File: src/rtl/div_pkg.sv
// Shared types and defaults for the restoring divider.
package div_pkg;

    typedef enum logic [1:0] {
        IDLE = 2'd0,
        CALC = 2'd1,
        DONE = 2'd2
    } div_state_t;

    localparam int DIV_N_DEFAULT = 8;

endpackage

File: src/rtl/div_step.sv
// Purely combinational single restoring iteration: shift in Q's top bit, trial-subtract divisor.
// No latency, no flow control; the caller decides when to register the result.
module div_step
    import div_pkg::*;
#(
    parameter int N = DIV_N_DEFAULT
) (
    input  logic [N-1:0] i_r,
    input  logic [N-1:0] i_q,
    input  logic [N-1:0] i_divisor,
    output logic [N-1:0] o_r,
    output logic [N-1:0] o_q
);

    // The stored partial remainder is always below the divisor, so only the
    // shifted intermediate needs the extra (N+1)th bit.
    logic [N:0] w_sh;
    logic [N:0] w_dv;
    logic       w_ge;

    assign w_sh = {i_r, i_q[N-1]};
    assign w_dv = {1'b0, i_divisor};
    assign w_ge = (w_sh >= w_dv);

    assign o_r = w_ge ? N'(w_sh - w_dv) : w_sh[N-1:0];
    assign o_q = {i_q[N-2:0], w_ge};

endmodule

File: src/rtl/restoring_divider.sv
// Sequential restoring divider, one quotient bit per clock; optional DIV_SIGNED_EN adds two's complement fix-up.
// Latency N+1 cycles to finish (1 for divide-by-zero); start is ignored while busy, never queued.
module restoring_divider
    import div_pkg::*;
#(
    parameter int N = DIV_N_DEFAULT
) (
    input  logic         clk,
    input  logic         reset,
    input  logic         start,
    input  logic [N-1:0] dividend,
    input  logic [N-1:0] divisor,
    output logic [N-1:0] quotient,
    output logic [N-1:0] remainder,
    output logic         busy,
    output logic         finish,
    output logic         div_by_zero
);

    localparam int CNT_W = $clog2(N + 1);

    div_state_t r_state, w_state_nxt;
    logic [CNT_W-1:0] r_cnt, w_cnt_nxt;
    logic [N-1:0]     r_rem, w_rem_nxt;
    logic [N-1:0]     r_q, w_q_nxt;
    logic [N-1:0]     r_dvsr, w_dvsr_nxt;
    logic [N-1:0]     r_quot, w_quot_nxt;
    logic [N-1:0]     r_remo, w_remo_nxt;
    logic             r_busy, w_busy_nxt;
    logic             r_fin, w_fin_nxt;
    logic             r_dbz, w_dbz_nxt;

    logic [N-1:0]     w_step_r, w_step_q;
    logic [N-1:0]     w_dd_mag, w_dv_mag;
    logic [N-1:0]     w_q_res, w_r_res;

    div_step #(.N(N)) u_step (
        .i_r       (r_rem),
        .i_q       (r_q),
        .i_divisor (r_dvsr),
        .o_r       (w_step_r),
        .o_q       (w_step_q)
    );

`ifdef DIV_SIGNED_EN
    logic r_neg_q, w_neg_q_nxt;
    logic r_neg_r, w_neg_r_nxt;

    // Magnitude of -2^(N-1) wraps to itself, which reads correctly as unsigned.
    assign w_dd_mag = dividend[N-1] ? -dividend : dividend;
    assign w_dv_mag = divisor[N-1]  ? -divisor  : divisor;
    assign w_q_res  = r_neg_q ? -w_step_q : w_step_q;
    assign w_r_res  = r_neg_r ? -w_step_r : w_step_r;

    always_comb begin
        w_neg_q_nxt = r_neg_q;
        w_neg_r_nxt = r_neg_r;
        if (r_state == IDLE && start) begin
            w_neg_q_nxt = dividend[N-1] ^ divisor[N-1];
            w_neg_r_nxt = dividend[N-1];
        end
    end

    always_ff @(posedge clk) begin
        if (reset) begin
            r_neg_q <= 1'b0;
            r_neg_r <= 1'b0;
        end else begin
            r_neg_q <= w_neg_q_nxt;
            r_neg_r <= w_neg_r_nxt;
        end
    end
`else
    assign w_dd_mag = dividend;
    assign w_dv_mag = divisor;
    assign w_q_res  = w_step_q;
    assign w_r_res  = w_step_r;
`endif

    always_comb begin
        w_state_nxt = r_state;
        w_cnt_nxt   = r_cnt;
        w_rem_nxt   = r_rem;
        w_q_nxt     = r_q;
        w_dvsr_nxt  = r_dvsr;
        w_quot_nxt  = r_quot;
        w_remo_nxt  = r_remo;
        w_busy_nxt  = r_busy;
        w_fin_nxt   = 1'b0;
        w_dbz_nxt   = r_dbz;
        case (r_state)
            IDLE: begin
                w_busy_nxt = 1'b0;
                if (start) begin
                    w_busy_nxt = 1'b1;
                    if (divisor == '0) begin
                        w_state_nxt = DONE;
                        w_fin_nxt   = 1'b1;
                        w_quot_nxt  = '1;
                        w_remo_nxt  = dividend;
                        w_dbz_nxt   = 1'b1;
                    end else begin
                        w_state_nxt = CALC;
                        w_rem_nxt   = '0;
                        w_q_nxt     = w_dd_mag;
                        w_dvsr_nxt  = w_dv_mag;
                        w_cnt_nxt   = CNT_W'(N);
                    end
                end
            end
            CALC: begin
                w_rem_nxt = w_step_r;
                w_q_nxt   = w_step_q;
                w_cnt_nxt = r_cnt - CNT_W'(1);
                if (r_cnt == CNT_W'(1)) begin
                    w_state_nxt = DONE;
                    w_fin_nxt   = 1'b1;
                    w_quot_nxt  = w_q_res;
                    w_remo_nxt  = w_r_res;
                    w_dbz_nxt   = 1'b0;
                end
            end
            DONE: begin
                w_state_nxt = IDLE;
                w_busy_nxt  = 1'b0;
            end
            default: begin
                w_state_nxt = IDLE;
                w_busy_nxt  = 1'b0;
            end
        endcase
    end

    always_ff @(posedge clk) begin
        if (reset) begin
            r_state <= IDLE;
            r_cnt   <= '0;
            r_rem   <= '0;
            r_q     <= '0;
            r_dvsr  <= '0;
            r_quot  <= '0;
            r_remo  <= '0;
            r_busy  <= 1'b0;
            r_fin   <= 1'b0;
            r_dbz   <= 1'b0;
        end else begin
            r_state <= w_state_nxt;
            r_cnt   <= w_cnt_nxt;
            r_rem   <= w_rem_nxt;
            r_q     <= w_q_nxt;
            r_dvsr  <= w_dvsr_nxt;
            r_quot  <= w_quot_nxt;
            r_remo  <= w_remo_nxt;
            r_busy  <= w_busy_nxt;
            r_fin   <= w_fin_nxt;
            r_dbz   <= w_dbz_nxt;
        end
    end

    assign quotient    = r_quot;
    assign remainder   = r_remo;
    assign busy        = r_busy;
    assign finish      = r_fin;
    assign div_by_zero = r_dbz;

endmodule

File: config.mk
export PLATFORM = sky130hd
export DESIGN_NAME = restoring_divider
export DESIGN_NICKNAME = d
export VERILOG_FILES = /design/src/rtl/div_pkg.sv /design/src/rtl/div_step.sv /design/src/rtl/restoring_divider.sv
export SDC_FILE = /design/constraint.sdc
export NUM_CORES = 1
export LEC_CHECK = 0
export CORE_ASPECT_RATIO = 0.7
export CORE_MARGIN = 2
export CORE_UTILIZATION = 48
export CTS_CLUSTER_DIAMETER = 60
export DETAILED_ROUTE_END_ITERATION = 7
export GPL_TIMING_DRIVEN = 0
export PLACE_DENSITY = 0.75
export SETUP_SLACK_MARGIN = 0.5
export SLEW_MARGIN = 5
export SYNTH_ARGS = -nofsm -noshare
export SYNTH_HDL_FRONTEND = slang
export SYNTH_SLANG_ARGS = --single-unit
File: constraint.sdc
create_clock -name clk -period 2.1 [get_ports clk]
set_input_delay 0.42 -clock clk [delete_from_list [all_inputs] [get_ports clk]]
set_output_delay 0.42 -clock clk [all_outputs]
set_load 0.02 [all_outputs]
After elaboration in Yosys (flattened, before gate mapping)

Index checks and enable logic that the tools add are counted.

$add $sub $neg: 2
$lt $le $gt $ge: 1
Equal/unequal tests: 6
Multiplexer cells: 32
Bitwise logic cells: 1
Reduce and logical (&&, ||, !) cells: 7

Operator list:

| operator            | number |
|---|---|
| $mux 8              | 11 |
| $pmux 8 s2          | 4 |
| $ge 9x8->1          | 1 |
| $logic_not 8->1     | 1 |
| $mux 4              | 2 |
| $ne 2x2->1 const B  | 4 |
| $pmux 4 s2          | 1 |
| $sub 8x8->8         | 1 |
| $mux 1              | 7 |
| $mux 2              | 3 |
| $pmux 1 s2          | 3 |
| $reduce_and 3->1    | 2 |
| $eq 4x1->1 const B  | 1 |
| $pmux 2 s2          | 1 |
| $reduce_and 4->1    | 1 |
| $sub 4x1->4 const B | 1 |
| $eq 2x1->1 const B  | 1 |
| $logic_not 2->1     | 1 |
| $reduce_and 2->1    | 1 |
| $reduce_bool 2->1   | 1 |
| $not 1->1           | 1 |

Bits in registers: 49
Bits of input ports: 19
Output and inout port bits: 19

Logic depth before layout (Yosys ltp)

Gate-level depths: netlist of the first run.

Depth after elaboration: 4
Gate-level depth with buffers: 10

Cells and area by module

A second synthesis of the first run with hierarchy kept.

Cells, all modules: 293
Area, all modules: 2590.0 um2

By module, submodules not included:

| module            | times used | cells an instance | area each (um2) |
|---|---|---|---|
| restoring_divider | 1          | 219               | 1990.7 |
| div_step          | 1          | 74                | 599.3 |

Worst setup path before layout of the first run

OpenSTA, ideal clock, no wires.

Path type: register to register
From: reg r_dvsr[4]
To: reg r_remo[5] (netlist: remainder[5])
Arrival: 1893 ps
Data required time: 2009 ps
Slack: 117 ps
Stages on the path, launching flop included: 10
Path buffers: 2
Path through: dfxtp_1 -> inv_1 -> ha_1 -> a21o_1 -> a221oi_2 -> o21a_1 -> buf_6 -> buf_4 -> o211ai_1 -> a311oi_1

Word-level cells in the longest chain between the ends: 4

Ends and longest elaborated chain:

| element                                          | RTL line                       | source |
|---|---|---|
| start: declaration                               | restoring_divider.sv:26        | `logic [N-1:0] r_dvsr, w_dvsr_nxt;` |
| start signal: assignment                         | restoring_divider.sv:151       | `r_dvsr <= w_dvsr_nxt;` |
| $sub 8x8->8 / $ge 9x8->1 (equally long branches) | div_step.sv:25, div_step.sv:23 |  |
| $mux 8 (*)                                       | div_step.sv:25                 | `assign o_r = w_ge ? N'(w_sh - w_dv) : w_sh[N-1:0];` |
| $mux 8 (*)                                       | restoring_divider.sv:115       | `if (r_cnt == CNT_W'(1)) begin` |
| $pmux 8 s2 (*)                                   | restoring_divider.sv:91        | `case (r_state)` |
| end signal: assignment                           | restoring_divider.sv:153       | `r_remo <= w_remo_nxt;` |
| end: declaration                                 | restoring_divider.sv:28        | `logic [N-1:0] r_remo, w_remo_nxt;` |

Mark *: on every way between the ends. The rest lies on a longest branch, timed or not. The select of a mux whose other input is x is not followed.
A chain may end at the register's enable or synchronous reset.

Worst setup path after layout of the first run

From: reg r_rem[1]
To: reg r_remo[2] (netlist: remainder[2])

Word-level cells in the longest chain between the ends: 4

Ends and longest elaborated chain:

| element                                          | RTL line                       | source |
|---|---|---|
| start: declaration                               | restoring_divider.sv:24        | `logic [N-1:0] r_rem, w_rem_nxt;` |
| start signal: assignment                         | restoring_divider.sv:149       | `r_rem <= w_rem_nxt;` |
| $sub 8x8->8 / $ge 9x8->1 (equally long branches) | div_step.sv:25, div_step.sv:23 |  |
| $mux 8 (*)                                       | div_step.sv:25                 |  |
| $mux 8 (*)                                       | restoring_divider.sv:115       |  |
| $pmux 8 s2 (*)                                   | restoring_divider.sv:91        |  |

Marks and branches as above.

==> flow_metrics.py, run 1 <==
metrics = {
    "route": {
        "wl_per_cell_um": 17.85,
        "route.met3.wl_um": 628,
        "drtAntennaViolNets": 0,
        "top_layer": "met4",
        "met2_length_mm": 3.801,
        "detail_route.first_pass.iterations": 6,
        "routed_via_density": 5.679,
        "drc": 0,
        "wl_mm": 8.120,
        "vias": 2584,
        "dr.first_iter.drc_count": 251,
        "drt-met1-wl_mm": 3.528,
    },
    "layout": {
        "area_growth_pct": 59.94,
        "final_nets": 416,
        "design_area_sq_um": 3856,
        "fillers": 309,
        "fin_cells": 455,
        "drive_gt1_share_pct": 42.75,
        "antenna_cells": 0,
    },
    "floorplan": {
        "ios": 38,
        "fp.coreArea_sq_um": 4808,
        "die_height_um": 63.30,
        "dieArea_sq_um": 5615,
        "die_w_um": 88.71,
        "num_rows": 21,
        "initial_utilization_pct": 50.14,
    },
    "setup_path": {
        "start_kind": "register",
        "critPathKind": "reg2reg",
        "crit_chain": "ha_4 > a21o_1 > a31oi_1 > o21a_1 > buf_6 > mux2i_2 > a211o_1 > a21oi_2",
        "slowest_stage": "dfxtp_1",
        "max_stage_delay_ns": 0.44,
        "cp-end-kind": "register",
        "path_max_fanout": 6,
        "required_ns": 2.30,
        "cp.arrival_ns": 2.29,
    },
    "sta": {
        "setup_viol": 0,
        "relSlewSlack_pct": 69.78,
        "worst_pin_slew_ns": 0.4528,
        "hold_violations": 0,
        "fmax_ghz": 0.4779,
        "min_period_ns": 2.092,
        "slew_viol_final": 0,
        "rsz0062_at_grt": "yes",
        "finalCritPeriodShare_pct": 99.64,
        "worst_clock_skew_ns": 0.006055,
    },
    "logic_synthesis": {
        "syn_inst": 301,
        "synthTopCellsByArea": "dfxtp_1, nand2_1, nor2_1, ha_1, a21oi_1",
        "synthDistinctLibCells": 47,
        "netlist.area_leader.share_pct": 40.69,
        "ys_seq_area_share_pct": 40.69,
        "netlist_area_sq_um": 2411,
        "synth.net_count": 331,
        "synthArstFlopShare_pct": 0,
        "synthFlopType": "dfxtp_1",
        "synth.most_common_cell": "dfxtp_1",
        "postSynthAreaPerCell_sq_um": 8.010,
        "synth_warnings": 0,
        "synth-seq-cells": 49,
        "synth_enable_flop_cells": 0,
        "yosysTopAreaCell": "dfxtp_1",
        "synth.top_cells.by_count": "dfxtp_1, nand2_1, nor2_1, a21oi_1, nor3_1",
    },
    "global_routing": {
        "grt.total_usage_pct": 27.41,
        "grt-ovfl-total": 0,
        "grt_pass1_wl_mm": 11.85,
        "grt_max_degree": 15,
        "grt_pass1_vias": 2374,
        "antenna_found_initial": 0,
    },
    "clock_tree": {
        "cts_num_sinks": 49,
        "clockRootBuffer": "clkbuf_8",
        "htreeDepth": 2,
        "cts_tree": "built",
        "path_clk_slew_ns": 0.09,
        "clockBufferDepth": 2,
        "cts_buffers": 5,
        "cts_hold_buffers": 0,
        "worstSkewPairLatency_ns": 0.31,
    },
    "min_path": {
        "worstHoldPathType": "in2reg",
    },
    "place": {
        "placed_area_sq_um": 3018,
        "io_buffers": 37,
        "gp_congestion": 0.8492,
        "dpl.cell_count": 407,
        "dp_hpwl_mm": 4.688,
    },
    "run_status": {
        "status": "complete, no violations",
    },
    "power": {
        "p_leak_nw": 1.580,
        "power.density_nw_per_um2": 811.3,
        "peakVddDrop_uv": 469.2,
    },
    "flow_run": {
        "drv_cap": 0,
    },
}
-- worst paths after layout --
| check | start | endpoint | slack [ns] | cells after the start |
|---|---|---|---|---|
| setup / recovery | r_rem[1]$_SDFFE_PP0P_ | remainder[2]$_SDFFE_PP0P_ | 0.008 | 8 |
| hold / removal | divisor[0] | r_dvsr[0]$_SDFFE_PP0P_ | 0.34 | 3 |
| setup reg to reg | r_rem[1]$_SDFFE_PP0P_ | remainder[2]$_SDFFE_PP0P_ | 0.008 | 8 |
| hold reg to reg | r_dvsr[3]$_SDFFE_PP0P_ | r_dvsr[3]$_SDFFE_PP0P_ | 0.46 | 2 |
-- through the flow --
step	utilization (%)	total power [mW]	setup WS, ns	setup TNS [ns]	hold WS (ns)
3_5_place_dp	62.76	1.863	-0.3319	-8.847	0.4524
2_1_floorplan	-	1.662	0.2584	0	0.4261
5_1_grt	80.20	3.264	-0.07236	-0.3000	0.3505
3_3_place_gp	62.76	1.853	-0.2600	-8.169	0.4455
6_report	80.20	3.128	0.007500	0	0.3357
4_1_cts	73.35	2.835	0.1059	0	0.3417
-- sequential cells by signal (all words and copies together) (netlist names) --
name and count:
quotient 8, r_dvsr 8, div_by_zero 1, finish 1, r_state 2, r_rem 8, remainder 8, busy 1
r_cnt 4, r_q 8
-- routing by layer --
metal / global-route usage [%] / vias up
li1: - / 1214
met1: 40.49 / 1216
met2: 41.42 / 134
met3: 4.980 / 20
met4: 6.061 / 0
met5: 0 / -
-- logic make-up (layout without fill, tap and decap cells) --
| family | Yosys count | after routing | synth area share (%) |
|---|---|---|---|
| simple gates | 134 | 134 | 24.96 |
| fa+ha+maj | 11 | 11 | 6.020 |
| buf+inv | 28 | 113 | 5.137 |
| xor+xnor | 6 | 6 | 2.180 |
| mux | 3 | 3 | 1.246 |
| flops | 49 | 49 | 40.68 |
| compound gates | 70 | 70 | 19.77 |
-- critical path, delay by kind of cell, from the launching register on --
family	cells	cell delay (ns)
flip-flops	1	0.44
multiplexers	1	0.26
AO/OA/AOI/OAI	5	0.87
adder cells (fa/ha/maj)	1	0.26
buffers and inverters	1	0.16
-- repair_timing --
item / CTS / global route
pin swaps: 22 / 25
resized for setup: 103 / 73
gates cloned: 3 / 0
buffers inserted: 30 / 8
setup endpoints to repair: 68 / 49
-- power breakdown --
group          internal [mW]  leakage, nW  switching (mW)
Clock                  0.347       0.0540           0.321
Combinational          0.714         1.12           0.678
Sequential             0.997        0.405          0.0708
-- layout make-up --
cell class	count	area (sq um)	share of cell area [%]
Tap cell	69	86.33	2.239
Timing Repair Buffer	78	709.4	18.40
Sequential cell	49	1001	25.96
Inverter	13	48.80	1.265
Clock buffer	5	68.82	1.785
Clock inverter	2	35.03	0.9085
Buffer	15	123.9	3.212
Multi-Input combinational cell	224	1783	46.24
-- cells in the final DEF, fill, tap and decap left out, types with 4 or more instances in the layout --
master | netlist | routed
a211o_1 | 4 | 4
a21oi_1 | 23 | 18
a21oi_2 | 2 | 5
a311oi_1 | 8 | 4
a311oi_2 | 0 | 4
buf_2 | 3 | 4
buf_4 | 2 | 26
buf_6 | 1 | 20
clkbuf_2 | 0 | 6
clkbuf_4 | 0 | 4
clkbuf_8 | 0 | 5
clkdlybuf4s50_1 | 0 | 9
dfxtp_1 | 49 | 37
dfxtp_2 | 0 | 10
dlygate4sd2_1 | 0 | 20
ha_4 | 0 | 6
inv_1 | 13 | 8
inv_2 | 0 | 5
nand2_1 | 47 | 43
nor2_1 | 44 | 28
nor2_2 | 0 | 8
nor2_4 | 1 | 9
nor3_1 | 20 | 9
nor3_2 | 0 | 10
o21ai_1 | 1 | 5
No activity file was read; power rests on OpenSTA's default activity.
==> run 2, diff against run 1 <==
--- a/config.mk
+++ b/config.mk
@@ -7,11 +7,11 @@
 export LEC_CHECK = 0
 export CORE_ASPECT_RATIO = 0.7
 export CORE_MARGIN = 2
-export CORE_UTILIZATION = 48
+export CORE_UTILIZATION = 35
 export CTS_CLUSTER_DIAMETER = 60
 export DETAILED_ROUTE_END_ITERATION = 7
 export GPL_TIMING_DRIVEN = 0
-export PLACE_DENSITY = 0.75
+export PLACE_DENSITY = 0.58
 export SETUP_SLACK_MARGIN = 0.5
 export SLEW_MARGIN = 5
 export SYNTH_ARGS = -nofsm -noshare
==> run 2 against run 1 <==
Effect of this change:
- the run now ends with setup timing left
- combinational power is 4% lower
- flip-flop and latch count stayed put
- clock-buffer cell count is 1 higher
- non-clock buffer count is 3 lower
- global-route usage is 6.9 points lower
- critical path depth is 1 higher
- final area is 2.5% higher
- die area is 35% higher
- via count is 5.0% lower
- sequential share of layout area is 0.59 points lower
- total power is 4.8% lower
- register-to-register slack hardly changed
- critical path type unchanged
==> flow_metrics.py, run 2 (synthesis results as in run 1) <==
metrics = {
    "setup_path": {
        "r2r-start": "r_dvsr[2]$_SDFFE_PP0P_",
        "cp.arrival_ns": 2.30,
        "reg2reg_depth": 9,
        "start_kind": "register",
        "path_max_fanout": 6,
        "r2r_slack_ns": -0.0003,
        "cp-end-kind": "register",
        "max_stage_delay_ns": 0.38,
        "r2r-end": "remainder[4]$_SDFFE_PP0P_",
        "crit_chain": "inv_1 > ha_4 > a21o_1 > a31oi_1 > o21a_1 > buf_6 > mux2i_2 > a211o_1 > a21oi_2",
        "critPathKind": "reg2reg",
        "required_ns": 2.30,
        "slowest_stage": "dfxtp_1",
    },
    "clock_tree": {
        "clockRootBuffer": "clkbuf_8",
        "cts_tree": "built",
        "worstSkewPairLatency_ns": 0.31,
        "htreeDepth": 2,
        "clockBufferDepth": 2,
        "cts_num_sinks": 49,
        "cts_buffers": 5,
        "cts_hold_buffers": 0,
        "path_clk_slew_ns": 0.09,
    },
    "route": {
        "drtAntennaViolNets": 0,
        "dr.first_iter.drc_count": 122,
        "detail_route.first_pass.iterations": 4,
        "wl_mm": 7.816,
        "drc": 0,
        "vias": 2455,
        "routed_via_density": 5.136,
        "wl_per_cell_um": 16.35,
    },
    "sta": {
        "slew_viol_final": 0,
        "setup_viol": 1,
        "relSlewSlack_pct": 70.62,
        "fmax_ghz": 0.4761,
        "worst_clock_skew_ns": 0.008453,
        "rsz0062_at_grt": "yes",
        "worst_pin_slew_ns": 0.4407,
        "hold_violations": 0,
        "min_period_ns": 2.100,
        "tns_ns": -0.0003280,
        "timing.hold.ws_ns": 0.3456,
        "finalCritPeriodShare_pct": 100.0,
        "setup_slack_ns": -0.0003280,
    },
    "power": {
        "p_switching_mw": 1.052,
        "seqPwrFrac_pct": 35.9,
        "swShare_pct": 35.33,
        "pwr-share-clk_pct": 19.6,
        "power.internal_mw": 1.926,
        "peakVddDrop_uv": 307.7,
        "combPwrFrac_pct": 44.5,
        "p_leak_nw": 1.606,
        "power.density_nw_per_um2": 753.9,
    },
    "global_routing": {
        "antenna_found_initial": 0,
        "grtUsageMet2_pct": 29.58,
        "met3_usage_pct": 3.806,
        "grt.total_usage_pct": 20.54,
        "grt_pass1_wl_mm": 11.80,
        "grt_pass1_vias": 2287,
        "grt_max_degree": 15,
        "grt_use_met1_pct": 32.20,
        "grt-ovfl-total": 0,
        "globalRoute.busiestLayer": "met1",
    },
    "layout": {
        "final_common_cell": "nand2_1",
        "final_nets": 414,
        "antenna_cells": 0,
        "area_growth_pct": 63.88,
        "postLayoutCoreUtil_pct": 58.75,
        "layout_common_cells": "nand2_1, dfxtp_1, nor2_1",
        "drive_gt1_share_pct": 44.27,
    },
    "floorplan": {
        "die_height_um": 73.44,
        "dieArea_sq_um": 7579,
        "initial_utilization_pct": 35.85,
        "ios": 38,
        "die_w_um": 103.2,
        "num_rows": 25,
        "fp.coreArea_sq_um": 6725,
    },
    "place": {
        "io_buffers": 37,
        "preCtsSetupSlack_ns": -0.3195,
        "dp_hpwl_mm": 5.064,
        "gp_congestion": 0.8332,
    },
    "min_path": {
        "holdPathEnd": "r_dvsr[4]$_SDFFE_PP0P_",
        "worstHoldStart": "divisor[4]",
        "worstHoldPathType": "in2reg",
        "whs_path_depth": 3,
    },
    "run_status": {
        "violations": "setup timing",
        "status": "finished, violations left",
    },
    "flow_run": {
        "drv_cap": 0,
    },
}
run 2: cell types whose count changed in the layout (fill, tap and decap cells not counted), sizes merged:
cell | previous run | this run
bufinv | 1 | 0
clkbuf | 15 | 12
clkdlybuf4s15 | 1 | 2
clkinv | 1 | 0
clkinvlp | 0 | 1
dlygate4sd2 | 20 | 19
dlymetal6s2s | 0 | 1
o21ai | 9 | 10
run 2: power by group through the flow:
| stage | Combinational, mW | Sequential (mW) | Clock [mW] |
|---|---|---|---|
| floorplan | 0.586 | 1.08 | 0 |
| global placement | 0.795 | 1.08 | 0 |
| detailed placement | 0.802 | 1.08 | 0 |
| CTS | 1.10 | 1.06 | 0.587 |
| global route | 1.43 | 1.08 | 0.628 |
| finish | 1.33 | 1.07 | 0.584 |
run 2: worst max-delay path by stage:
stage / startpoint / endpoint / slack (ns) / depth (start not counted)
after floorplan: r_rem[3]$_SDFFE_PP0P_ / remainder[4]$_SDFFE_PP0P_ / 0.26 / 8
after global placement: divisor[3] / r_rem[6]$_SDFFE_PP0P_ / -0.29 / 7
after detailed placement: divisor[3] / r_rem[2]$_SDFFE_PP0P_ / -0.32 / 7
after CTS: r_dvsr[6]$_SDFFE_PP0P_ / remainder[4]$_SDFFE_PP0P_ / 0.08 / 9
after global routing: r_dvsr[2]$_SDFFE_PP0P_ / remainder[4]$_SDFFE_PP0P_ / -0.07 / 9
final: r_dvsr[2]$_SDFFE_PP0P_ / remainder[4]$_SDFFE_PP0P_ / -0.0003 / 9
run 2: worst max-delay path: cells and delay by family, from the launching register on:
family,cells,cell delay [ns]
compound gates,5,0.87
fa+ha+maj,1,0.24
buf+inv,2,0.24
flops,1,0.38
mux,1,0.24
run 2: layout make-up:
type                       instances  area, sq um
fill                             611         2774
tap                               94        117.6
clock inverter                     1        7.507
inverter                          13        48.80
timing repair buffer              75        706.9
clock buffer                       6        82.58
sequential                        49         1002
multi-input combinational        225         1857
buffer                            15        128.9
run 2: what timing repair did:
item / in CTS / in global routing
setup endpoints to repair: 68 / 48
setup buffers: 22 / 12
gates cloned: 4 / 1
gates resized for setup: 97 / 89
pin swaps: 21 / 29
run 2: metrics by stage:
stage | cells | cell area (sq um) | power, mW
2_1_floorplan | 301 | 2561 | 1.662
3_3_place_gp | 432 | 3049 | 1.872
3_5_place_dp | 432 | 3049 | 1.879
4_1_cts | 465 | 3518 | 2.749
5_1_grt | 478 | 3951 | 3.132
6_report | 478 | 3951 | 2.979
run 2: routing by layer:
layer	routed length [um]	vias up	share of wire, %
met4	47	0	0.60
met1	3982	1185	51
li1	-	1215	-
met2	3363	47	43
met3	423	8	5.4
met5	0	-	0
